**src/rtl/digi_disp_capture_if.sv**
```systemverilog
// Bus bundle for the 7-segment display capture block.
//   master : the scanning side (drives Seg_in / Sl_in / Clr, observes results)
//   slave  : the capture block (samples the scan bus, reports frames and flags)
// Signals:
//   Seg_in    [7:0] segment bus, bit0..6 = a..g active-high, bit7 = dp
//   Sl_in     [3:0] active-low one-hot digit select, bit0 = digit a
//   Clr             clears sticky error flags
//   Dig_a..d  [3:0] decoded digits of the last complete frame
//   Blank     [3:0] per-digit blank flags, bit order as Sl_in
//   Frame_vld       one-cycle pulse when Dig_* / Blank take a new frame
//   Seg_err / Sel_err / Ord_err  sticky error flags
//   Stall           scan timeout active
interface digi_disp_capture_if;
  logic [7:0] Seg_in;
  logic [3:0] Sl_in;
  logic       Clr;
  logic [3:0] Dig_a;
  logic [3:0] Dig_b;
  logic [3:0] Dig_c;
  logic [3:0] Dig_d;
  logic [3:0] Blank;
  logic       Frame_vld;
  logic       Seg_err;
  logic       Sel_err;
  logic       Ord_err;
  logic       Stall;

  modport master (
    output Seg_in, Sl_in, Clr,
    input  Dig_a, Dig_b, Dig_c, Dig_d, Blank, Frame_vld,
    input  Seg_err, Sel_err, Ord_err, Stall
  );

  modport slave (
    input  Seg_in, Sl_in, Clr,
    output Dig_a, Dig_b, Dig_c, Dig_d, Blank, Frame_vld,
    output Seg_err, Sel_err, Ord_err, Stall
  );
endinterface

```
**src/rtl/digi_disp_capture.sv**
```systemverilog
// Receive end of a 4-digit multiplexed 7-segment display. Synchronizes the
// scanned segment bus and digit selects, commits one decoded digit per stable
// select dwell, reassembles a->b->c->d frames and flags malformed scans.
// Ports:
//   Clk        clock, all logic on the rising edge
//   Reset      synchronous active-high reset
//   bus        digi_disp_capture_if.slave (scan inputs, Clr, frame outputs, flags)
// Parameters:
//   STABLE_CYC  cycles the synchronized (Sl,Seg) pair must hold before commit (>=1)
//   TIMEOUT_CYC cycles without a commit before Stall asserts (>=8)
module digi_disp_capture #(
  parameter int STABLE_CYC  = 1,
  parameter int TIMEOUT_CYC = 1024
) (
  input logic               Clk,
  input logic               Reset,
  digi_disp_capture_if.slave bus
);

  localparam int SW = $clog2(STABLE_CYC + 1);
  localparam int TW = $clog2(TIMEOUT_CYC + 1);
  localparam logic [SW-1:0] STABLE_MAX  = SW'(STABLE_CYC);
  localparam logic [TW-1:0] TIMEOUT_MAX = TW'(TIMEOUT_CYC);

  typedef enum logic {WAIT0, COLLECT} state_t;

  // Returns {bad, blank, value}.
  function automatic logic [5:0] seg_decode(input logic [6:0] seg);
    case (seg)
      7'h3F:        return 6'h00;
      7'h06:        return 6'h01;
      7'h5B:        return 6'h02;
      7'h4F:        return 6'h03;
      7'h66:        return 6'h04;
      7'h6D:        return 6'h05;
      7'h7C, 7'h7D: return 6'h06;
      7'h07:        return 6'h07;
      7'h7F:        return 6'h08;
      7'h67, 7'h6F: return 6'h09;
      7'h00:        return {2'b01, 4'hF};
      default:      return {2'b10, 4'hF};
    endcase
  endfunction

  function automatic logic [SW-1:0] stab_inc(input logic [SW-1:0] c);
    return (c == STABLE_MAX) ? c : c + SW'(1);
  endfunction

  function automatic logic [TW-1:0] idle_inc(input logic [TW-1:0] c);
    return (c == TIMEOUT_MAX) ? c : c + TW'(1);
  endfunction

  logic [6:0] seg_p0, seg_p1, seg_p2;
  logic [3:0] sl_p0, sl_p1, sl_p2;
  logic       dp_unused;

  assign dp_unused = bus.Seg_in[7];

  // Stage p0/p1: two-flop synchronizers; p2 keeps the previous synchronized pair
  always_ff @(posedge Clk) begin
    seg_p0 <= bus.Seg_in[6:0];
    seg_p1 <= seg_p0;
    seg_p2 <= seg_p1;
  end

  always_ff @(posedge Clk) begin
    if (Reset) begin
      sl_p0 <= 4'hF;
      sl_p1 <= 4'hF;
      sl_p2 <= 4'hF;
    end else begin
      sl_p0 <= bus.Sl_in;
      sl_p1 <= sl_p0;
      sl_p2 <= sl_p1;
    end
  end

  // Stage p1: select classification, stability and commit
  logic       sel_one, sel_idle, sel_bad;
  logic [1:0] sel_idx;

  always_comb begin
    sel_one = 1'b0;
    sel_idx = 2'd0;
    case (sl_p1)
      4'b1110: begin sel_one = 1'b1; sel_idx = 2'd0; end
      4'b1101: begin sel_one = 1'b1; sel_idx = 2'd1; end
      4'b1011: begin sel_one = 1'b1; sel_idx = 2'd2; end
      4'b0111: begin sel_one = 1'b1; sel_idx = 2'd3; end
      default: ;
    endcase
  end

  assign sel_idle = (sl_p1 == 4'hF);
  assign sel_bad  = !sel_idle && !sel_one;

  logic          sl_chg, pair_chg, commit, dwell_done_q;
  logic [SW-1:0] stab_q, stab_now;
  logic [5:0]    dec;

  assign sl_chg   = (sl_p1 != sl_p2);
  assign pair_chg = sl_chg || (seg_p1 != seg_p2);
  assign stab_now = pair_chg ? SW'(1) : stab_inc(stab_q);
  // A dwell ends only when Sl changes, so a Seg change after the commit
  // restarts the counter but cannot produce a second commit.
  assign commit   = sel_one && (stab_now == STABLE_MAX) && !(dwell_done_q && !sl_chg);
  assign dec      = seg_decode(seg_p1);

  // Stage p2: frame state machine
  state_t        state_q, state_d;
  logic [1:0]    exp_q, exp_d;
  logic          sh_we, ord_set, frame_go_d, frame_go_q;
  logic [TW-1:0] idle_q, idle_d;

  assign idle_d = commit ? '0 : idle_inc(idle_q);

  always_comb begin
    state_d    = state_q;
    exp_d      = exp_q;
    sh_we      = 1'b0;
    ord_set    = 1'b0;
    frame_go_d = 1'b0;
    if (commit) begin
      case (state_q)
        WAIT0: begin
          if (sel_idx == 2'd0) begin
            sh_we   = 1'b1;
            exp_d   = 2'd1;
            state_d = COLLECT;
          end
        end
        COLLECT: begin
          if (sel_idx == exp_q) begin
            sh_we      = 1'b1;
            exp_d      = exp_q + 2'd1;
            frame_go_d = (exp_q == 2'd3);
          end else begin
            ord_set = 1'b1;
            if (sel_idx == 2'd0) begin
              sh_we = 1'b1;
              exp_d = 2'd1;
            end else begin
              state_d = WAIT0;
            end
          end
        end
        default: state_d = WAIT0;
      endcase
    end else if (idle_d == TIMEOUT_MAX) begin
      state_d = WAIT0;
    end
  end

  logic [3:0][3:0] sh_dig;
  logic [3:0]      sh_blk;
  logic [3:0]      dig_a_q, dig_b_q, dig_c_q, dig_d_q, blank_q;
  logic            frame_vld_q, seg_err_q, sel_err_q, ord_err_q;

  always_ff @(posedge Clk) begin
    if (Reset) begin
      state_q     <= WAIT0;
      exp_q       <= 2'd0;
      stab_q      <= '0;
      dwell_done_q <= 1'b0;
      idle_q      <= '0;
      frame_go_q  <= 1'b0;
      frame_vld_q <= 1'b0;
      sh_dig      <= '0;
      sh_blk      <= '0;
      dig_a_q     <= '0;
      dig_b_q     <= '0;
      dig_c_q     <= '0;
      dig_d_q     <= '0;
      blank_q     <= '0;
      seg_err_q   <= 1'b0;
      sel_err_q   <= 1'b0;
      ord_err_q   <= 1'b0;
    end else begin
      state_q      <= state_d;
      exp_q        <= exp_d;
      stab_q       <= sel_bad ? '0 : stab_now;
      dwell_done_q <= commit || (dwell_done_q && !sl_chg);
      idle_q       <= idle_d;
      if (sh_we) begin
        sh_dig[sel_idx] <= dec[3:0];
        sh_blk[sel_idx] <= dec[4];
      end
      // The last shadow lands on the commit edge; publish one cycle later.
      frame_go_q  <= frame_go_d;
      frame_vld_q <= frame_go_q;
      if (frame_go_q) begin
        dig_a_q <= sh_dig[0];
        dig_b_q <= sh_dig[1];
        dig_c_q <= sh_dig[2];
        dig_d_q <= sh_dig[3];
        blank_q <= sh_blk;
      end
      seg_err_q <= (commit && dec[5]) ? 1'b1 : (bus.Clr ? 1'b0 : seg_err_q);
      sel_err_q <= sel_bad ? 1'b1 : (bus.Clr ? 1'b0 : sel_err_q);
      ord_err_q <= ord_set ? 1'b1 : (bus.Clr ? 1'b0 : ord_err_q);
    end
  end

  assign bus.Dig_a     = dig_a_q;
  assign bus.Dig_b     = dig_b_q;
  assign bus.Dig_c     = dig_c_q;
  assign bus.Dig_d     = dig_d_q;
  assign bus.Blank     = blank_q;
  assign bus.Frame_vld = frame_vld_q;
  assign bus.Seg_err   = seg_err_q;
  assign bus.Sel_err   = sel_err_q;
  assign bus.Ord_err   = ord_err_q;
  assign bus.Stall     = (idle_q == TIMEOUT_MAX);

endmodule

```
**src/flat_wrapper.sv**
```systemverilog
// flat-port wrapper written by rule: the top's interface ports become plain ports
module digi_disp_capture_flat 
#(
  parameter int STABLE_CYC  = 1,
  parameter int TIMEOUT_CYC = 1024
)
  (Clk, Reset, bus_Seg_in, bus_Sl_in, bus_Clr, bus_Dig_a, bus_Dig_b, bus_Dig_c, bus_Dig_d, bus_Blank, bus_Frame_vld, bus_Seg_err, bus_Sel_err, bus_Ord_err, bus_Stall);
  digi_disp_capture_if bus_i ();
  input logic Clk;
  input logic Reset;
  input wire logic [$bits(bus_i.Seg_in)-1:0] bus_Seg_in;
  input wire logic [$bits(bus_i.Sl_in)-1:0] bus_Sl_in;
  input wire logic [$bits(bus_i.Clr)-1:0] bus_Clr;
  output wire logic [$bits(bus_i.Dig_a)-1:0] bus_Dig_a;
  output wire logic [$bits(bus_i.Dig_b)-1:0] bus_Dig_b;
  output wire logic [$bits(bus_i.Dig_c)-1:0] bus_Dig_c;
  output wire logic [$bits(bus_i.Dig_d)-1:0] bus_Dig_d;
  output wire logic [$bits(bus_i.Blank)-1:0] bus_Blank;
  output wire logic [$bits(bus_i.Frame_vld)-1:0] bus_Frame_vld;
  output wire logic [$bits(bus_i.Seg_err)-1:0] bus_Seg_err;
  output wire logic [$bits(bus_i.Sel_err)-1:0] bus_Sel_err;
  output wire logic [$bits(bus_i.Ord_err)-1:0] bus_Ord_err;
  output wire logic [$bits(bus_i.Stall)-1:0] bus_Stall;
  assign bus_i.Seg_in = bus_Seg_in;
  assign bus_i.Sl_in = bus_Sl_in;
  assign bus_i.Clr = bus_Clr;
  assign bus_Dig_a = bus_i.Dig_a;
  assign bus_Dig_b = bus_i.Dig_b;
  assign bus_Dig_c = bus_i.Dig_c;
  assign bus_Dig_d = bus_i.Dig_d;
  assign bus_Blank = bus_i.Blank;
  assign bus_Frame_vld = bus_i.Frame_vld;
  assign bus_Seg_err = bus_i.Seg_err;
  assign bus_Sel_err = bus_i.Sel_err;
  assign bus_Ord_err = bus_i.Ord_err;
  assign bus_Stall = bus_i.Stall;
  digi_disp_capture #(.STABLE_CYC(STABLE_CYC), .TIMEOUT_CYC(TIMEOUT_CYC)) u_core (.Clk(Clk), .Reset(Reset), .bus(bus_i));
endmodule
```
**config.mk**
```make
export PLATFORM = sky130hd
export DESIGN_NAME = digi_disp_capture_flat
export DESIGN_NICKNAME = d
export VERILOG_FILES = /design/src/rtl/digi_disp_capture_if.sv /design/src/rtl/digi_disp_capture.sv /design/src/flat_wrapper.sv
export SDC_FILE = /design/constraint.sdc
export NUM_CORES = 1
export LEC_CHECK = 0
export ABC_AREA = 1
export CAP_MARGIN = 10
export CORE_MARGIN = 4
export CORE_UTILIZATION = 60
export CTS_CLUSTER_DIAMETER = 50
export CTS_CLUSTER_SIZE = 28
export DETAILED_ROUTE_END_ITERATION = 12
export PLACE_DENSITY = 0.92
export SETUP_SLACK_MARGIN = 0.02
export SYNTH_ARGS = -nofsm -noshare
export SYNTH_HDL_FRONTEND = slang
export SYNTH_SLANG_ARGS = --single-unit
```
**constraint.sdc**
```tcl
create_clock -name Clk -period 3.5 [get_ports Clk]
set_input_delay 0.35 -clock Clk [delete_from_list [all_inputs] [get_ports Clk]]
set_output_delay 0.35 -clock Clk [all_outputs]
set_load 0.05 [all_outputs]
```
==> flow_metrics.py <==
metrics = {
    "power_and_ir_drop": {
        "power.total_mw": 1.92,
        "vdd_drop_max_mv": 0.330,
        "p_leak_nw": 1.90,
        "power.density_nw_per_um2": 457,
    },
    "critical_path": {
        "critPathKind": "reg -> out",
        "cp.arrival_ps": 2130,
        "cp_slowest_cell": "clkdlybuf4s50_1",
        "cp-end-kind": "output port",
        "cp_cell_sequence": "inv_1, ha_1, nand3_1, nor2_1, nand2_1, inv_1, clkdlybuf4s50_1",
        "cp_common_cell": "inv_1",
        "cp_top_family": "buffers and inverters",
        "crit_required_ps": 3150,
        "max_stage_delay_ps": 790,
        "crit_fanout": 4,
        "start_kind": "flop",
        "crit_buf_inv": 3,
    },
    "synthesis": {
        "synth_area_leaders": "dfxtp_1, nand2_1, inv_1",
        "synth_most_common_cell": "nand2_1",
        "synth_top_family_by_area": "simple AND/OR/NAND/NOR gates",
        "synth_xor_area_frac": 0.0168,
        "synthMuxAreaShare": 0,
        "synth.avg_cell_area_um2": 7.42,
        "synth.distinct_cells": 32,
        "synth.top_cell.area_share": 0.481,
        "ys_seq_area_frac": 0.481,
        "ys.flop_type": "dfxtp_1",
        "synth_edf_count": 0,
        "yosys.area_share.simple": 0.306,
        "synth_compound_gate_area_share": 0.0944,
        "synth_adder_area_share": 0.0105,
        "syn_inst": 482,
        "async_flop_share": 0,
        "yosys_warnings": 0,
        "synth.cell_area_um2": 3580,
        "synth_fp_nets": 500,
        "synthTopCellsByCount": "nand2_1, dfxtp_1, inv_1, nor2_1",
        "synth_area_leader_cell": "dfxtp_1",
        "synth_seq_cells": 86,
    },
    "global_route": {
        "grt_util_all_layers": 0.211,
        "grt_pass1_vias": 2868,
        "overflow": 0,
        "top_usage_layer": "met2",
        "grt_pass1_wl_um": 12400,
        "antenna_found_initial": 0,
        "gr-usage-met2": 0.366,
        "grt_max_degree": 42,
        "grt_use_met3": 0.0485,
        "use_met1": 0.250,
    },
    "route": {
        "drt_first_pass_iters": 4,
        "ant_nets": 0,
        "avgRoutedWirePerCell_um": 12.2,
        "first_iter_violations": 173,
        "drc_errors": 0,
        "routed_wl_um": 7300,
        "vias_per_cell": 5.09,
        "vias": 3046,
    },
    "floorplan": {
        "initial_core_util": 0.634,
        "die_h_um": 85.2,
        "die-area_um2": 7260,
        "num_rows": 27,
        "die_w_um": 85.2,
        "io_pins": 40,
        "design.core.area_um2": 5640,
    },
    "clock_network": {
        "clk_pin_slew_ps": 80,
        "cts-buffers-inserted": 9,
        "cts.htree.levels": 3,
        "cts_hold_buf": 0,
        "cts_setup_buffers": 0,
        "cts_tree": "built",
        "cts_max_path_buffers": 2,
        "clk_latency_ps": 360,
        "cts_resized": 0,
        "cts.sinks": 86,
        "cts_root_buf": "clkbuf_8",
    },
    "sta": {
        "finalHoldViolCount": 0,
        "setup_viol": 0,
        "worstMarginPinSlew_ps": 1090,
        "report.final.slew_viol_count": 0,
        "worst_clock_skew_ps": 12.6,
        "relSlewSlack": 0.272,
        "finalSetupTns_ps": 0,
        "min_period_over_period": 0.709,
        "setup_slack_ps": 1020,
        "min_period_ps": 2480,
        "timing.hold.ws_ps": 330,
        "rsz0062_at_grt": "no",
        "max_freq_mhz": 403,
    },
    "placed_design": {
        "dp_hpwl_um": 5080,
        "numPortBuffers": 38,
        "pre_cts_ws_ps": 1420,
        "gp_congestion": 0.873,
    },
    "layout": {
        "drive_gt1_frac": 0.106,
        "antennaDiodeCount": 0,
        "num-nets-final": 539,
        "areaGrowthSynthToFinish_pct": 17.7,
    },
    "run": {
        "maxCapViolCount": 0,
    },
    "hold_path": {
        "hp-class": "reg -> reg",
    },
    "outcome": {
        "status": "finished clean",
    },
}
==> metrics by stage <==
| step | cell area, um^2 | std cells | utilization |
|---|---|---|---|
| 2_1_floorplan | 3580 | 482 | - |
| 3_3_place_gp | 4010 | 582 | 0.711 |
| 3_5_place_dp | 4010 | 582 | 0.711 |
| 4_1_cts | 4210 | 598 | 0.746 |
| 5_1_grt | 4210 | 598 | 0.746 |
| 6_report | 4210 | 598 | 0.746 |
==> final timing paths <==
check                                       from                to  slack (ps)  cells after the start
worst max-delay path            u_core.idle_q[0]         bus_Stall        1020                      7
worst min-delay path            u_core.seg_p0[4]  u_core.seg_p1[4]         330                      0
worst max register to register  u_core.seg_p1[6]  u_core.sh_dig[1]        1560                      8
worst min register to register  u_core.seg_p0[4]  u_core.seg_p1[4]         330                      0
==> kinds of logic after synthesis <==
family | count (synthesis)
and+or+nand+nor | 238
DFF | 86
buffers and inverters | 84
AOI/OAI and AO/OA | 65
xor gates and xnor gates | 6
adders and majority gates | 3
==> where the power goes <==
| part | leakage, nW | internal (mW) | switching (mW) |
|---|---|---|---|
| clock | 0.102 | 0.347 | 0.353 |
| combinational | 1.10 | 0.0675 | 0.125 |
| sequential | 0.703 | 1.01 | 0.0200 |
==> flip-flops by register name (all words and copies together) (netlist names) <==
signal / cells
u_core.bus.Ord_err: 1
u_core.bus.Blank: 4
u_core.bus.Seg_err: 1
u_core.bus.Sel_err: 1
u_core.exp_q: 2
u_core.sh_dig: 16
u_core.dwell_done_q: 1
u_core.seg_p0: 7
u_core.bus.Frame_vld: 1
u_core.state_q: 1
u_core.sl_p1: 4
u_core.frame_go_q: 1
u_core.bus.Dig_a: 4
u_core.sh_blk: 4
u_core.sl_p0: 4
u_core.idle_q: 11
u_core.bus.Dig_b: 4
u_core.bus.Dig_d: 4
u_core.bus.Dig_c: 4
u_core.seg_p1: 7
u_core.sl_p2: 4
==> per-layer routing <==
| metal | up-vias | routed length (um) |
|---|---|---|
| met2 | 69 | 3670 |
| li1 | 1586 | - |
| met5 | - | 0 |
| met3 | 18 | 308 |
| met4 | 0 | 154 |
| met1 | 1373 | 3170 |
==> cell usage in the layout (no fill, tap or decap), types with 10 or more instances in the layout <==
master,count
nand2_1,105
dfxtp_1,86
o21ai_0,27
inv_1,62
clkdlybuf4s50_1,38
nor2_1,61
a21oi_1,29
clkbuf_8,10
nand3_1,29
==> layout make-up <==
| cell class | instances | area, um^2 |
|---|---|---|
| well taps | 72 | 90.1 |
| inverters | 72 | 273 |
| fillers | 437 | 1430 |
| clock inverters | 6 | 61.3 |
| clock buffers | 10 | 138 |
| repair buffers | 40 | 395 |
| multi-input cells | 312 | 1530 |
| flip-flops and latches | 86 | 1720 |
No activity file was read; power rests on OpenSTA's default activity.
